$ cat config.mk
export PLATFORM = sky130hd
export DESIGN_NAME = i2c_mem_access_ctrl
export DESIGN_NICKNAME = d
export VERILOG_FILES = /design/src/rtl/i2c_mem_access_ctrl.sv
export SDC_FILE = /design/constraint.sdc
export NUM_CORES = 1
export LEC_CHECK = 0
export BUFFER_PORTS_ARGS = -buffer_cell sky130_fd_sc_hd__buf_2
export CELL_PAD_IN_SITES_DETAIL_PLACEMENT = 0
export CELL_PAD_IN_SITES_GLOBAL_PLACEMENT = 1
export CORE_MARGIN = 2
export CORE_UTILIZATION = 46
export DETAILED_ROUTE_END_ITERATION = 7
export PLACE_DENSITY_LB_ADDON = 0.1
export SLEW_MARGIN = 20
export SYNTH_ARGS = -nofsm -noshare
export SYNTH_HDL_FRONTEND = slang
export SYNTH_SLANG_ARGS = --single-unit
$ cat constraint.sdc
create_clock -name clk -period 3.4 [get_ports clk]
set_input_delay 0.68 -clock clk [delete_from_list [all_inputs] [get_ports clk]]
set_output_delay 0.68 -clock clk [all_outputs]
set_load 0.01 [all_outputs]
$ cat src/rtl/i2c_mem_access_ctrl.sv
// I2C subordinate memory-access controller: multi-byte address phase, RAM write/read
// sequencing with configurable read latency, wrap/stop pointer, and write protection.
module i2c_mem_access_ctrl #(
    parameter int ADDR_BYTES = 2,
    parameter int MEM_AW     = 10,
    parameter int RD_LATENCY = 1,
    parameter bit WRAP_EN    = 1'b1,
    parameter bit WP_EN      = 1'b0,
    parameter int WP_BASE    = 2**MEM_AW - 64
) (
    input  logic              clk,
    input  logic              rst_n,
    input  logic              start_det,
    input  logic              stop_det,
    input  logic              hdr_valid,
    input  logic              hdr_rw,
    input  logic              rx_valid,
    input  logic [7:0]        rx_byte,
    output logic              resp_valid,
    output logic              resp_nack,
    input  logic              tx_req,
    output logic              tx_valid,
    output logic [7:0]        tx_byte,
    input  logic              mack_valid,
    input  logic              mack_nack,
    output logic [MEM_AW-1:0] mem_addr,
    output logic [7:0]        mem_wdata,
    output logic              mem_we,
    output logic              mem_re,
    input  logic [7:0]        mem_rdata,
    output logic              busy,
    output logic              err
);
    localparam int SHW = ADDR_BYTES * 8;
    localparam logic [1:0]        LAST_BYTE = 2'(ADDR_BYTES - 1);
    localparam logic [2:0]        LAT_END   = 3'(RD_LATENCY);
    localparam logic [MEM_AW-1:0] PTR_MAX   = {MEM_AW{1'b1}};
    localparam logic [MEM_AW:0]   WP_LIM    = (MEM_AW + 1)'(WP_BASE);

    typedef enum logic [2:0] {
        S_IDLE      = 3'd0,
        S_ADDR      = 3'd1,
        S_WR_DATA   = 3'd2,
        S_RD_IDLE   = 3'd3,
        S_RD_FETCH  = 3'd4,
        S_RD_WAIT   = 3'd5,
        S_IGNORE    = 3'd6
    } state_e;

    state_e            state_q;
    logic [1:0]        cnt_q;
    logic [SHW-1:0]    shift_q;
    logic [MEM_AW-1:0] ptr_q;
    logic              ovf_q;
    logic              pend_q;
    logic              ff_q;
    logic [2:0]        lat_q;
    logic              resp_valid_q, resp_nack_q, tx_valid_q, mem_we_q, mem_re_q, err_q;
    logic [7:0]        tx_byte_q, mem_wdata_q;
    logic [MEM_AW-1:0] mem_addr_q;

    logic [SHW-1:0]    addr_new_s;
    logic              addr_ok_s;
    logic              at_top_s;
    logic              ovf_inc_s;
    logic [MEM_AW-1:0] ptr_inc_s;
    logic              writable_s;

    assign addr_new_s = SHW'({shift_q, rx_byte});
    assign addr_ok_s  = ((addr_new_s >> MEM_AW) == {SHW{1'b0}});
    assign at_top_s   = (ptr_q == PTR_MAX);
    assign ovf_inc_s  = at_top_s && !WRAP_EN;
    assign ptr_inc_s  = ovf_inc_s ? ptr_q : ptr_q + MEM_AW'(1);
    assign writable_s = !WP_EN || ({1'b0, ptr_q} < WP_LIM);

    // Transaction FSM, pointer/overflow tracking and all registered outputs
    always_ff @(posedge clk or negedge rst_n) begin
        if (!rst_n) begin
            state_q      <= S_IDLE;
            cnt_q        <= 2'd0;
            shift_q      <= {SHW{1'b0}};
            ptr_q        <= {MEM_AW{1'b0}};
            ovf_q        <= 1'b0;
            pend_q       <= 1'b0;
            ff_q         <= 1'b0;
            lat_q        <= 3'd0;
            resp_valid_q <= 1'b0;
            resp_nack_q  <= 1'b0;
            tx_valid_q   <= 1'b0;
            tx_byte_q    <= 8'h00;
            mem_we_q     <= 1'b0;
            mem_re_q     <= 1'b0;
            mem_wdata_q  <= 8'h00;
            mem_addr_q   <= {MEM_AW{1'b0}};
            err_q        <= 1'b0;
        end else begin
            resp_valid_q <= 1'b0;
            tx_valid_q   <= 1'b0;
            mem_we_q     <= 1'b0;
            mem_re_q     <= 1'b0;
            err_q        <= 1'b0;
            if (pend_q) begin
                lat_q <= lat_q + 3'd1;
            end
            if (stop_det || start_det) begin
                // Bus framing overrides everything, including a read still in flight
                state_q <= S_IDLE;
                pend_q  <= 1'b0;
            end else begin
                if (pend_q && (lat_q == LAT_END)) begin
                    pend_q     <= 1'b0;
                    tx_valid_q <= 1'b1;
                    tx_byte_q  <= ff_q ? 8'hFF : mem_rdata;
                    if (state_q == S_RD_FETCH) begin
                        state_q <= S_RD_WAIT;
                    end
                end
                case (state_q)
                    S_IDLE: begin
                        if (hdr_valid) begin
                            state_q <= hdr_rw ? S_RD_IDLE : S_ADDR;
                            cnt_q   <= 2'd0;
                        end
                    end
                    S_ADDR: begin
                        if (tx_req) begin
                            err_q <= 1'b1;
                        end
                        if (rx_valid) begin
                            resp_valid_q <= 1'b1;
                            shift_q      <= addr_new_s;
                            if (cnt_q == LAST_BYTE) begin
                                if (addr_ok_s) begin
                                    ptr_q       <= addr_new_s[MEM_AW-1:0];
                                    ovf_q       <= 1'b0;
                                    resp_nack_q <= 1'b0;
                                    state_q     <= S_WR_DATA;
                                end else begin
                                    resp_nack_q <= 1'b1;
                                    state_q     <= S_IGNORE;
                                end
                            end else begin
                                cnt_q       <= cnt_q + 2'd1;
                                resp_nack_q <= 1'b0;
                            end
                        end
                    end
                    S_WR_DATA: begin
                        if (tx_req) begin
                            err_q <= 1'b1;
                        end
                        if (hdr_valid) begin
                            state_q <= hdr_rw ? S_RD_IDLE : S_ADDR;
                            cnt_q   <= 2'd0;
                        end else if (rx_valid) begin
                            resp_valid_q <= 1'b1;
                            if (ovf_q) begin
                                resp_nack_q <= 1'b1;
                            end else if (!writable_s) begin
                                resp_nack_q <= 1'b1;
                                state_q     <= S_IGNORE;
                            end else begin
                                resp_nack_q <= 1'b0;
                                mem_we_q    <= 1'b1;
                                mem_addr_q  <= ptr_q;
                                mem_wdata_q <= rx_byte;
                                ptr_q       <= ptr_inc_s;
                                ovf_q       <= ovf_inc_s;
                            end
                        end
                    end
                    S_RD_IDLE, S_RD_WAIT: begin
                        if (rx_valid) begin
                            err_q <= 1'b1;
                        end
                        if (tx_req) begin
                            // An overflowed pointer still goes through the fetch timing, returning 0xFF
                            state_q <= S_RD_FETCH;
                            pend_q  <= 1'b1;
                            lat_q   <= 3'd0;
                            ff_q    <= ovf_q;
                            if (!ovf_q) begin
                                mem_re_q   <= 1'b1;
                                mem_addr_q <= ptr_q;
                                ptr_q      <= ptr_inc_s;
                                ovf_q      <= ovf_inc_s;
                            end
                        end else if ((state_q == S_RD_WAIT) && mack_valid) begin
                            state_q <= mack_nack ? S_IGNORE : S_RD_IDLE;
                        end
                    end
                    S_RD_FETCH: begin
                        if (rx_valid || tx_req) begin
                            err_q <= 1'b1;
                        end
                    end
                    S_IGNORE: begin
                        if (rx_valid) begin
                            resp_valid_q <= 1'b1;
                            resp_nack_q  <= 1'b1;
                        end
                        if (tx_req) begin
                            if (pend_q) begin
                                err_q <= 1'b1;
                            end else begin
                                pend_q <= 1'b1;
                                ff_q   <= 1'b1;
                                lat_q  <= 3'd0;
                            end
                        end
                    end
                    default: begin
                        state_q <= S_IDLE;
                    end
                endcase
            end
        end
    end

    assign resp_valid = resp_valid_q;
    assign resp_nack  = resp_nack_q;
    assign tx_valid   = tx_valid_q;
    assign tx_byte    = tx_byte_q;
    assign mem_addr   = mem_addr_q;
    assign mem_wdata  = mem_wdata_q;
    assign mem_we     = mem_we_q;
    assign mem_re     = mem_re_q;
    assign err        = err_q;
    assign busy       = (state_q != S_IDLE);

endmodule

==> impl_metrics.yaml <==
global_routing:
  grtUsageTotal: 0.196
  grt.met3_usage: 0.0516
  met2_usage_grt: 0.263
  busiest_layer: "met1"
  first_pass_grt_wire_length_um: 11100
  grt_pass1_vias: 2193
  grt_start_max_net_pins: 44
  leftover_overflow_at_the_end_of_global_routing: 0
  met1_usage: 0.299
  antenna_found_initial: 0
clocking:
  clk_latency_ps: 340
  post_cts_gate_resize_count: 0
  cts_tree: "yes"
  cts.reportedPaths.clkPinSlew_ps: 70
  cts.htree.levels: 3
  setup_repair_bufs_after_cts: 0
  max-clock-path-buffers: 2
  cts-buffers-inserted: 9
  cts_num_sinks: 60
  holdBufCountCts: 0
  cts_root_buf: "sky130_fd_sc_hd__clkbuf_8"
route:
  detail_route.first_pass.iterations: 5
  post_drt_wl_per_cell_um: 15.6
  postRouteWirelength_um: 6610
  drt-vias-per-instance: 5.51
  drc: 0
  detail-route-antenna-nets: 0
  drtIter0Drc: 114
  routed_via_count: 2330
synth:
  synth_top_flop_cell: "sky130_fd_sc_hd__dfrtp_1"
  yosys.cell_types.count: 56
  syn_nets: 317
  synth.cell_area_um2: 3050
  postSynthRegisterBits: 60
  most_area_consuming_cells_after_synthesis: "sky130_fd_sc_hd__dfrtp_1 (49%), sky130_fd_sc_hd__mux2_2 (11%), sky130_fd_sc_hd__nand2_1 (3.0%)"
  yosysWarnings: 0
  synthArstFlopShare: 1.00
  synth.yosys.seq_area_share: 0.492
  netlist_instances: 286
  post_synth.cell_area_avg_um2: 10.7
  post-synth-top-area-fraction: 0.492
  netlist.top_cell.by_area: "sky130_fd_sc_hd__dfrtp_1"
  synth-edff-count: 0
placed_design:
  post-dp-hpwl_um: 4670
  place.gp.congestion: 0.801
  port_buffers: 58
  placed_cell_area_um2: 3360
timing:
  finalWorstPathRequiredPeriod_ps: 2470
  fin_tns_setup_ps: 0
  timing.fmax_mhz: 404
  timing.final.setup_violations: 0
  clock-skew-final_ps: 8.88
  max-slew-margin-rel: 0.387
  final_hold_viol_count: 0
  post_route_clock_period_utilization: 0.727
  worstMarginPinSlew_ps: 919
  rsz0062_at_grt: "no"
  final_slew_violations: 0
power:
  internal_power_uw: 1220
  switching_share: 0.267
  share_clk_of_total_power: 0.368
  power.combinational.fraction: 0.124
  sw_power_uw: 444
  leakage_uw: 0.00173
  p_per_area_nw_per_um2: 469
  power.total_uw: 1660
  power.ir.vdd_worst_mv: 0.280
  share_seq_of_total_power: 0.508
worst_setup_path:
  kind_of_start_point_of_the_critical_path: "register"
  arrival_ps: 2700
  worst-path-buf-inv: 0
  timing.critical_path.fanout_max: 22
  path_class: "register to register"
  critical_path.top_delay_family: "flip-flops"
  timing.critical_path.required_ps: 3630
  critPathMaxStageDelay_ps: 740
  crit_path_end_kind: "register"
  worstPathCellList: "nor3b_1 -> a21boi_1 -> nor3_2 -> mux2_2"
  timing.critical_path.slowest_stage_cell: "sky130_fd_sc_hd__dfrtp_1"
finish:
  fin_nets: 372
  area_growth_syn_to_layout_pct: 16.1
  antenna_cells_inserted: 0
  post_route_cells_drive_above_1_share: 0.321
  final_area_um2: 3540
  share_of_the_core_filled_with_cells_in_the_final_layout: 0.555
  final_common_cell: "sky130_fd_sc_hd__dfrtp_1"
  filler_cell_count: 604
  layout.cells.most_common_list: "sky130_fd_sc_hd__dfrtp_1 (60), sky130_fd_sc_hd__buf_2 (58), sky130_fd_sc_hd__mux2_2 (29)"
floorplan:
  dieArea_um2: 7300
  floorplan.initialDensity: 0.478
  design.portCount: 59
  core_um2: 6390
  floorplan.die.height_um: 85.5
  dieWidth_um: 85.5
  placementRows: 29
hold_path:
  timing.hold.worst.class: "input port to async pin"
run_status:
  outcome: "finished clean"
run:
  max_cap_viol_count: 0
[through the flow]
stage / setup slack, ps / std cells / hold WS, ps
6_report: 928 / 423 / 465
5_1_grt: 703 / 423 / 510
4_1_cts: 986 / 423 / 481
3_5_place_dp: 884 / 407 / 465
3_3_place_gp: 909 / 407 / 458
2_1_floorplan: 1320 / 286 / 384
[final cells by class]
class                      count  area (um2)  share of cell area
sequential                    60        1500               0.424
clock buffer                  11         131              0.0371
clock inverter                 5        52.6              0.0148
multi-input combinational    198        1410               0.398
tap                           77        96.3              0.0272
timing repair buffer          60         305              0.0862
inverter                      12        45.0              0.0127
[power by group through the flow]
stage / sequential (uW) / clock [uW] / combinational, uW
after CTS: 844 / 630 / 208
final: 845 / 611 / 206
after global routing: 855 / 661 / 233
after floorplan: 841 / 0 / 136
after global placement: 857 / 0 / 206
after detailed placement: 857 / 0 / 208
[final timing paths]
check,from,end,slack (ps),depth (start not counted)
worst max-delay path,state_q[0],ptr_q[1],930,4
worst min-delay path,rst_n,tx_byte[7],460,1
worst max register to register,state_q[0],ptr_q[1],930,4
worst min register to register,tx_byte[1],tx_byte[1],470,2
max in group asynchronous,rst_n,state_q[1],2180,2
min in group clk,tx_byte[1],tx_byte[1],470,2
[metal layers]
layer / up-vias / routed length, um
li1: 1164 / -
met1: 1103 / 3440
met2: 54 / 2770
met3: 9 / 292
met4: 0 / 106
met5: - / 0
[kinds of logic after synthesis]
group,after synthesis,synth area share
flip-flops,60,0.492
buffers and inverters,28,0.0455
AO/OA/AOI/OAI,73,0.172
XOR/XNOR,1,0.00287
adder cells (fa/ha/maj),5,0.0205
multiplexers,30,0.110
AND/OR/NAND/NOR,89,0.157
[state kept, by name, summed over array words and instances (netlist names), 2 cells and up]
| signal | cells |
|---|---|
| ptr_q | 10 |
| mem_wdata | 8 |
| shift_q | 8 |
| mem_addr | 10 |
| state_q | 3 |
| lat_q | 3 |
| tx_byte | 8 |
| cnt_q | 2 |
[Yosys cell counts (2+ instances only)]
cell type	count
sky130_fd_sc_hd__or3_1	2
sky130_fd_sc_hd__and3_1	2
sky130_fd_sc_hd__a2111oi_0	4
sky130_fd_sc_hd__buf_2	6
sky130_fd_sc_hd__inv_1	12
sky130_fd_sc_hd__nor2b_1	8
sky130_fd_sc_hd__nand3_1	6
sky130_fd_sc_hd__o22ai_1	7
sky130_fd_sc_hd__nor4bb_1	2
sky130_fd_sc_hd__and4_1	2
sky130_fd_sc_hd__mux2_2	29
sky130_fd_sc_hd__nand2b_1	3
sky130_fd_sc_hd__o21ai_0	16
sky130_fd_sc_hd__and3b_1	2
sky130_fd_sc_hd__buf_6	3
sky130_fd_sc_hd__nor4_1	3
sky130_fd_sc_hd__nor3b_1	4
sky130_fd_sc_hd__nor2_1	19
sky130_fd_sc_hd__a21oi_1	13
sky130_fd_sc_hd__a32oi_1	2
sky130_fd_sc_hd__nor3_1	3
sky130_fd_sc_hd__a211o_1	3
sky130_fd_sc_hd__a211oi_1	2
sky130_fd_sc_hd__nand2_1	24
sky130_fd_sc_hd__o31ai_1	4
sky130_fd_sc_hd__dfrtp_1	60
sky130_fd_sc_hd__a2bb2oi_1	6
sky130_fd_sc_hd__clkbuf_1	6
sky130_fd_sc_hd__ha_1	5
sky130_fd_sc_hd__nand4_1	2
(Power assumes the default switching activity.)
